===== config.mk =====
export PLATFORM = sky130hd
export DESIGN_NAME = ex_stage
export DESIGN_NICKNAME = d
export VERILOG_FILES = /design/src/rtl/ex_stage.sv
export SDC_FILE = /design/constraint.sdc
export NUM_CORES = 1
export LEC_CHECK = 0
export CORE_MARGIN = 2
export CORE_UTILIZATION = 45
export CTS_BUF_LIST = sky130_fd_sc_hd__clkbuf_4 sky130_fd_sc_hd__clkbuf_8
export DETAILED_ROUTE_END_ITERATION = 16
export GPL_TIMING_DRIVEN = 0
export PLACE_DENSITY = 0.77
export SLEW_MARGIN = 20
export SYNTH_ARGS = -nofsm -noshare
export SYNTH_HDL_FRONTEND = slang
export SYNTH_SLANG_ARGS = --single-unit

===== constraint.sdc =====
create_clock -name clk -period 5.7 [get_ports clk]
set_clock_uncertainty 0.2 [all_clocks]
set_input_delay 1.14 -clock clk [delete_from_list [all_inputs] [get_ports clk]]
set_output_delay 1.14 -clock clk [all_outputs]
set_load 0.02 [all_outputs]

===== src/rtl/ex_stage.sv =====
// Execute stage: single-cycle ALU plus an iterative shift-add multiplier, registered into EX/MEM.
// Optional signed-overflow trap on ADD/SUB when EX_OVF_TRAP_EN is defined (adds out_ovf).
module ex_stage #(
    parameter int unsigned WIDTH    = 32,
    parameter int unsigned MUL_STEP = 1
) (
    input  logic             clk,
    input  logic             rst,
    input  logic             In_valid,
    input  logic             In_WB,
    input  logic             In_M,
    input  logic             In_EX,
    input  logic             In_RegDst,
    input  logic [3:0]       In_ALUCtl,
    input  logic [WIDTH-1:0] In_address,
    input  logic [WIDTH-1:0] In_Readdata1,
    input  logic [WIDTH-1:0] In_Readdata2,
    input  logic [WIDTH-1:0] In_extended,
    input  logic [4:0]       In_Instruction20_16,
    input  logic [4:0]       In_Instruction15_11,
    output logic             stall,
    output logic             out_valid,
    output logic             out_WB,
    output logic             out_M,
    output logic [WIDTH-1:0] out_ALUresult,
    output logic [WIDTH-1:0] out_Readdata2,
    output logic [WIDTH-1:0] out_branch_target,
    output logic             out_zero,
    output logic [4:0]       out_WriteReg
`ifdef EX_OVF_TRAP_EN
    ,
    output logic             out_ovf
`endif
);

    localparam int unsigned N    = WIDTH / MUL_STEP;
    localparam int unsigned CntW = (N > 1) ? $clog2(N) : 1;

    localparam logic [3:0] OpAnd = 4'b0000;
    localparam logic [3:0] OpOr  = 4'b0001;
    localparam logic [3:0] OpAdd = 4'b0010;
    localparam logic [3:0] OpSub = 4'b0110;
    localparam logic [3:0] OpSlt = 4'b0111;
    localparam logic [3:0] OpNor = 4'b1100;
    localparam logic [3:0] OpMul = 4'b1000;

    typedef enum logic [0:0] {StIdle, StBusy} state_e;

    state_e            state_q, state_d;
    logic [CntW-1:0]   count_q, count_d;
    logic [WIDTH-1:0]  mcand_q, mcand_d;
    logic [WIDTH-1:0]  mplier_q, mplier_d;
    logic [WIDTH-1:0]  acc_q, acc_d;

    logic              valid_d, wb_d, m_d, zero_d, ovf_d;
    logic [WIDTH-1:0]  result_d, rd2_d, bt_d;
    logic [4:0]        wreg_d;

    logic [WIDTH-1:0]  op_b, sum, diff, alu_res, partial, acc_next, target;
    logic [4:0]        dest;
    logic              ovf, last;

    assign op_b   = In_EX ? In_extended : In_Readdata2;
    assign sum    = In_Readdata1 + op_b;
    assign diff   = In_Readdata1 - op_b;
    assign target = In_address + (In_extended << 2);
    assign dest   = In_RegDst ? In_Instruction15_11 : In_Instruction20_16;
    assign last   = (state_q == StBusy) && (count_q == CntW'(N - 1));

    always_comb begin
        alu_res = '0;
        ovf     = 1'b0;
        unique case (In_ALUCtl)
            OpAnd: alu_res = In_Readdata1 & op_b;
            OpOr:  alu_res = In_Readdata1 | op_b;
            OpAdd: begin
                alu_res = sum;
                ovf = (In_Readdata1[WIDTH-1] == op_b[WIDTH-1]) &&
                      (sum[WIDTH-1] != In_Readdata1[WIDTH-1]);
            end
            OpSub: begin
                alu_res = diff;
                ovf = (In_Readdata1[WIDTH-1] != op_b[WIDTH-1]) &&
                      (diff[WIDTH-1] != In_Readdata1[WIDTH-1]);
            end
            OpSlt: alu_res = {{(WIDTH-1){1'b0}}, $signed(In_Readdata1) < $signed(op_b)};
            OpNor: alu_res = ~(In_Readdata1 | op_b);
            default: alu_res = '0;
        endcase
    end

    // One step's partial product: low MUL_STEP multiplier bits against the shifted multiplicand.
    always_comb begin
        partial = '0;
        for (int unsigned i = 0; i < MUL_STEP; i++) begin
            if (mplier_q[i]) partial = partial + (mcand_q << i);
        end
    end

    assign acc_next = acc_q + partial;

    always_comb begin
        state_d  = state_q;
        count_d  = count_q;
        mcand_d  = mcand_q;
        mplier_d = mplier_q;
        acc_d    = acc_q;
        stall    = 1'b0;
        valid_d  = 1'b0;
        wb_d     = 1'b0;
        m_d      = 1'b0;
        ovf_d    = 1'b0;
        result_d = out_ALUresult;
        rd2_d    = out_Readdata2;
        bt_d     = out_branch_target;
        zero_d   = out_zero;
        wreg_d   = out_WriteReg;
        unique case (state_q)
            StIdle: begin
                if (In_valid && (In_ALUCtl == OpMul)) begin
                    stall    = 1'b1;
                    state_d  = StBusy;
                    count_d  = '0;
                    mcand_d  = In_Readdata1;
                    mplier_d = op_b;
                    acc_d    = '0;
                end else if (In_valid) begin
                    valid_d  = 1'b1;
                    wb_d     = In_WB;
                    m_d      = In_M;
                    result_d = alu_res;
                    rd2_d    = In_Readdata2;
                    bt_d     = target;
                    zero_d   = (alu_res == '0);
                    wreg_d   = dest;
`ifdef EX_OVF_TRAP_EN
                    ovf_d    = ovf;
                    if (ovf) wb_d = 1'b0;
`endif
                end
            end
            StBusy: begin
                acc_d    = acc_next;
                mcand_d  = mcand_q << MUL_STEP;
                mplier_d = mplier_q >> MUL_STEP;
                count_d  = count_q + 1'b1;
                if (last) begin
                    state_d  = StIdle;
                    valid_d  = 1'b1;
                    wb_d     = In_WB;
                    m_d      = In_M;
                    result_d = acc_next;
                    rd2_d    = In_Readdata2;
                    bt_d     = target;
                    zero_d   = (acc_next == '0);
                    wreg_d   = dest;
                end else begin
                    stall = 1'b1;
                end
            end
            default: state_d = StIdle;
        endcase
    end

    always_ff @(posedge clk) begin
        if (rst) begin
            state_q           <= StIdle;
            count_q           <= '0;
            mcand_q           <= '0;
            mplier_q          <= '0;
            acc_q             <= '0;
            out_valid         <= 1'b0;
            out_WB            <= 1'b0;
            out_M             <= 1'b0;
            out_ALUresult     <= '0;
            out_Readdata2     <= '0;
            out_branch_target <= '0;
            out_zero          <= 1'b0;
            out_WriteReg      <= '0;
        end else begin
            state_q           <= state_d;
            count_q           <= count_d;
            mcand_q           <= mcand_d;
            mplier_q          <= mplier_d;
            acc_q             <= acc_d;
            out_valid         <= valid_d;
            out_WB            <= wb_d;
            out_M             <= m_d;
            out_ALUresult     <= result_d;
            out_Readdata2     <= rd2_d;
            out_branch_target <= bt_d;
            out_zero          <= zero_d;
            out_WriteReg      <= wreg_d;
        end
    end

`ifdef EX_OVF_TRAP_EN
    always_ff @(posedge clk) begin
        if (rst) out_ovf <= 1'b0;
        else     out_ovf <= ovf_d;
    end
`else
    logic unused_ovf;
    assign unused_ovf = ^{ovf, ovf_d};
`endif

endmodule

==> results.cfg, run 1 <==
[timing]
slew_headroom_pct = 17.4
final-max-slew-violation-count = 0
max_freq_ghz = 0.176
worstMarginPinSlew_ns = 1.24
fin_tns_setup_ns = 0
fin_crit_ns = 5.68
setup_violations = 0
timing.final.ws_setup_ns = 0.0170
timing.final.hold_violations = 0
period_share_pct = 99.7

[setup_path]
worst_setup_path_start_kind = register
crit_type = register to register
endpoint_kind = register
cp_max_fo = 10
arrival_ns = 6.02
startpoint = mplier_q[0]
critPathSlowestCell = o41ai_1
crit_chain = clkbuf_1 > and2_1 > ha_1 > a211oi_1 > nor2_1 > o2111a_1 > o41ai_1 > nand3b_1 > xnor2_1 > nand3_1 > nor4_1 > nand4_1 > or4_1 > or4_1 > o211ai_2
critical_path_required_ns = 6.04
reg2reg_from = mplier_q[0]
r2r_setup_slack_ns = 0.02
crit_path_frequent_cell = or4_1
max_stage_delay_ns = 0.72

[global_routing]
grt_pass1_vias = 18300
grt_pass1_wl_um = 105000
antenna_found_initial = 0
grt_max_degree = 11
grtUsageTotal_pct = 35.6
grt_overflow_total = 0

[outcome]
status = complete, no violations

[placed_design]
dpl_worst_slack_ns = -1.74
dpl.hpwl_um = 56500
placedCellCount = 3018
portBuffers = 250
gp_congestion = 0.978

[synth]
async_flop_share_pct = 0
synth_area_leaders = dfxtp_1, ha_1, a21oi_1, nand2_1, nor2_1
synth-seq-cells = 207
synthCells = 2300
synthesis.nets = 2623
synth_top_flop_cell = dfxtp_1
yosys_warnings = 0
yosysMostFrequentCell = a21oi_1
ys_seq_area_share_pct = 24.7
synth_common_cells = a21oi_1, nand2_1, nor2_1
synth_top_area_share_pct = 24.7
avgSynthCellArea_um2 = 7.30
synth_top_cell_by_area = dfxtp_1
synth_cell_types = 77
synth_area_um2 = 16800
synth_edf_count = 0

[clock_tree]
clockBufferDepth = 3
cts_max_level = 2
numCtsBuffers = 40
clkTransAtPathRegs_ns = 0.06
tritoncts = yes
clk_latency_ns = 0.62
ctsHoldBuffers = 0
cts_sinks = 207
cts_root_buf = clkbuf_8

[floorplan]
start_util_pct = 45.7
die_x_um = 197
core_area_um2 = 36700
dieArea_um2 = 38800
rows = 70
die_h_um = 197
top_level_ports = 255

[layout]
drive_above_1_share_pct = 4.76
diodes = 0
nets = 2918
fin_cells = 3092
syn_to_final_growth_pct = 24.7

[drt]
drt-total-wl_um = 71100
first_pass_iters = 5
drtIter0Drc = 1799
antenna_left = 0
wire_per_inst_um = 23.0
drc_errors = 0
routed_via_density = 6.15
num_vias = 19000

[power_and_ir_drop]
ir_drop_v = 0.000166
totalPowerFinal_uw = 4650
switchingPower_uw = 1650
pwr-share-clk_pct = 34.5
comb_power_share_pct = 32.1
p_int_uw = 3000
p_leak_uw = 0.00852
p_sw_share_pct = 35.4
power_density_nw_per_um2 = 222
p_seq_share_pct = 33.4

[worst_hold_path]
min_from = out_Readdata2[5]
hold_class = register to register

[flow_run]
max_cap_viol_count = 0
-- path summary, 6_finish.rpt --
check	cells past startpoint	endpoint
worst max-delay path	15	out_zero
worst min-delay path	2	out_Readdata2[5]
worst max register to register	15	out_zero
worst min register to register	2	out_Readdata2[5]
-- placed cells by master, fill, tap and decap left out, types with 16 or more instances in the layout --
master / count
clkbuf_8: 48
o21a_1: 16
nand2_1: 305
xnor2_1: 69
a211oi_1: 54
a31oi_1: 17
inv_1: 120
clkbuf_4: 16
o21bai_1: 17
nand3_1: 51
buf_1: 17
a21oi_1: 318
dfxtp_1: 207
a22oi_1: 35
a21o_1: 37
o21ai_0: 65
and2_1: 41
clkdlybuf4s50_1: 250
nor2b_1: 18
nor3_1: 25
clkbuf_1: 118
nor2_1: 239
and3_1: 20
ha_1: 170
o22ai_1: 26
nand2b_1: 16
o211ai_1: 18
mux2i_1: 35
-- timing repair --
| action | CTS | global route |
|---|---|---|
| setup endpoints to repair | 14 | 7 |
| buffers inserted | 1 | 2 |
| cloned | 0 | 0 |
| pin swaps | 2 | 3 |
| gates resized for setup | 30 | 9 |
-- per-layer routing --
metal  share of wire (%)  up-vias  global-route usage (%)
met5                   0        -                       0
met4                 4.4        0                    14.8
met3                  11      191                    8.96
met2                  45     1081                    59.1
met1                  40     8975                    43.9
li1                    -     8782                       -
-- area by class of cell --
| cell class | count | area (µm²) |
|---|---|---|
| repair buffers | 253 | 2520 |
| plain buffers | 140 | 538 |
| well taps | 468 | 586 |
| clock inverters | 7 | 65.1 |
| inverters | 122 | 458 |
| multi-input cells | 1831 | 11800 |
| clock buffers | 64 | 781 |
| fillers | 3435 | 15800 |
| flip-flops and latches | 207 | 4140 |
-- kinds of logic after synthesis --
family / share of synthesized area (%)
AND/OR/NAND/NOR: 21.1
AO/OA/AOI/OAI: 28.3
buffers and inverters: 5.86
flip-flops: 24.7
adder cells (fa/ha/maj): 13.2
XOR/XNOR: 4.23
multiplexers: 2.69
-- metrics by stage --
step | util (%) | hold slack [ns] | cell area, µm²
2_1_floorplan | - | 0.241 | 16800
3_3_place_gp | 54.1 | 0.237 | 19900
3_5_place_dp | 54.1 | 0.245 | 19900
4_1_cts | 56.8 | 0.253 | 20900
5_1_grt | 57.0 | 0.268 | 20900
6_report | 57.0 | 0.250 | 20900
-- state kept, by name, indices dropped and copies added (netlist names) --
register / cells
mcand_q: 32
out_branch_target: 32
out_M: 1
out_WriteReg: 5
mplier_q: 32
count_q: 5
out_Readdata2: 32
out_WB: 1
state_q: 1
out_zero: 1
acc_q: 32
out_ALUresult: 32
out_valid: 1
-- power groups by stage --
stage	registers, µW	logic (µW)	clock network [µW]
4_1_cts	1550	1450	1610
5_1_grt	1560	1590	1680
6_report	1550	1490	1610
2_1_floorplan	1640	787	0
3_5_place_dp	1580	1420	0
3_3_place_gp	1580	1410	0
-- worst max-delay path, delay by kind of cell, from the launching register on --
kind	cells	cell delay, ns
compound gates	4	1.42
xor+xnor	1	0.51
fa+ha+maj	1	0.28
buf+inv	1	0.34
flops	1	0.52
simple gates	8	2.32
No activity file was read; power rests on OpenSTA's default activity.
==> run 2: changes to the inputs <==
Settings changed: MAX_ROUTING_LAYER from default to met4.
==> results.cfg, run 2 (synthesized netlist as in run 1, its figures left out) <==
[outcome]
status = complete, no violations

[layout]
final_area_um2 = 21100
post-route-util_pct = 57.4
drive_above_1_share_pct = 5.44
mostFrequentLayoutCell = a21oi_1
diodes = 0
nets = 2920
syn_to_final_growth_pct = 25.6
final_cell_mix = a21oi_1, nand2_1, clkdlybuf4s50_1

[floorplan]
die_h_um = 197
die_x_um = 197
dieArea_um2 = 38800
start_util_pct = 45.7
rows = 70
core_area_um2 = 36700
top_level_ports = 255

[drt]
num_vias = 19100
wire_per_inst_um = 23.2
antenna_left = 0
drtIter0Drc = 2016
first_pass_iters = 8
drt-total-wl_um = 72000
drc_errors = 0
routed_via_density = 6.15

[timing]
final-max-slew-violation-count = 0
max_freq_ghz = 0.176
slew_headroom_pct = 17.6
setup_violations = 0
fin_tns_setup_ns = 0
worstMarginPinSlew_ns = 1.24
fin_crit_ns = 5.67
timing.final.hold_violations = 0
period_share_pct = 99.6
rsz0062_at_grt = true

[clock_tree]
clockBufferDepth = 3
cts_root_buf = clkbuf_8
numCtsBuffers = 40
clkTransAtPathRegs_ns = 0.07
cts_sinks = 207
clk_latency_ns = 0.62
ctsHoldBuffers = 0
cts_max_level = 2
tritoncts = yes

[power_and_ir_drop]
power_density_nw_per_um2 = 226
p_leak_uw = 0.00858
ir_drop_v = 0.000221
totalPowerFinal_uw = 4760

[setup_path]
crit_type = input port to register
cp_max_fo = 3
reg2reg_depth = 16
endpoint_kind = register
worst_setup_path_start_kind = input port
critical_path_required_ns = 6.05
arrival_ns = 6.03

[global_routing]
grt_overflow_total = 0
grtUsageTotal_pct = 37.2
antenna_found_initial = 0
grt_max_degree = 11
grt_pass1_wl_um = 106000
grt_pass1_vias = 18500

[flow_run]
max_cap_viol_count = 0

[placed_design]
gp_congestion = 1.00
dpl.hpwl_um = 56400
portBuffers = 250
postPlaceCellArea_um2 = 19900

[worst_hold_path]
hold_depth = 2
hold_class = register to register
[run 2: changes by cell type in the layout (fill, tap and decap cells not counted), moves of 3 or more]
cell,delta
mux2i_2,+4
clkbuf_4,-7
buf_4,+3
clkinv_2,+6
mux2i_1,-4
[run 2: worst paths after layout]
check	slack (ns)	startpoint	end
hold / removal	0.25	out_Readdata2[3]	out_Readdata2[3]
hold reg to reg	0.25	out_Readdata2[3]	out_Readdata2[3]
setup reg to reg	0.20	mplier_q[0]	out_zero
setup / recovery	0.03	In_Readdata2[0]	out_zero
[run 2: routing by layer]
metal / part of all wire (%) / global-route usage, % / vias to the layer above
met5: 0 / - / -
met4: 5.1 / 17.8 / 0
met3: 10 / 7.39 / 216
met2: 45 / 59.5 / 1081
met1: 40 / 45.0 / 8979
li1: - / - / 8786
[run 2: cell type report]
cell class,count,area [µm²]
Clock inverter,16,163
Tap cell,468,586
Clock buffer,58,742
Inverter,122,458
Timing Repair Buffer,255,2540
Sequential cell,207,4140
Buffer,140,534
Multi-Input combinational cell,1831,11900
Fill cell,3431,15600
[run 2: power by group]
part / switching (µW) / internal [µW]
Sequential: 39.8 / 1510
Combinational: 924 / 585
Clock: 717 / 979
Total: 1680 / 3080
[run 2: through the flow]
| stage | hold slack, ns | setup WS (ns) | std cells |
|---|---|---|---|
| 2_1_floorplan | 0.241 | 0.0411 | 2300 |
| 4_1_cts | 0.257 | 0.0391 | 3097 |
| 3_5_place_dp | 0.246 | -1.76 | 3018 |
| 5_1_grt | 0.267 | -0.00816 | 3097 |
| 6_report | 0.251 | 0.0254 | 3097 |
| 3_3_place_gp | 0.237 | -1.74 | 3018 |
[run 2: timing repair]
action,4_1_cts,5_1_grt
setup buffers,5,0
resized for setup,29,23
pin swaps,3,4
endpoints found under the setup margin,15,8
[run 2: critical path, stage by stage]
cell,delay (ns)
clkdlybuf4s50_1,0.54
mux2i_4,0.36
inv_1,0.12
ha_1,0.31
and3b_1,0.26
nor4_2,0.44
a211oi_2,0.14
o311ai_1,0.45
o211ai_1,0.31
a21boi_0,0.30
xnor2_1,0.15
o221ai_1,0.33
nor4_2,0.53
and4_1,0.25
and4b_1,0.18
nand4_1,0.11
o211ai_2,0.09
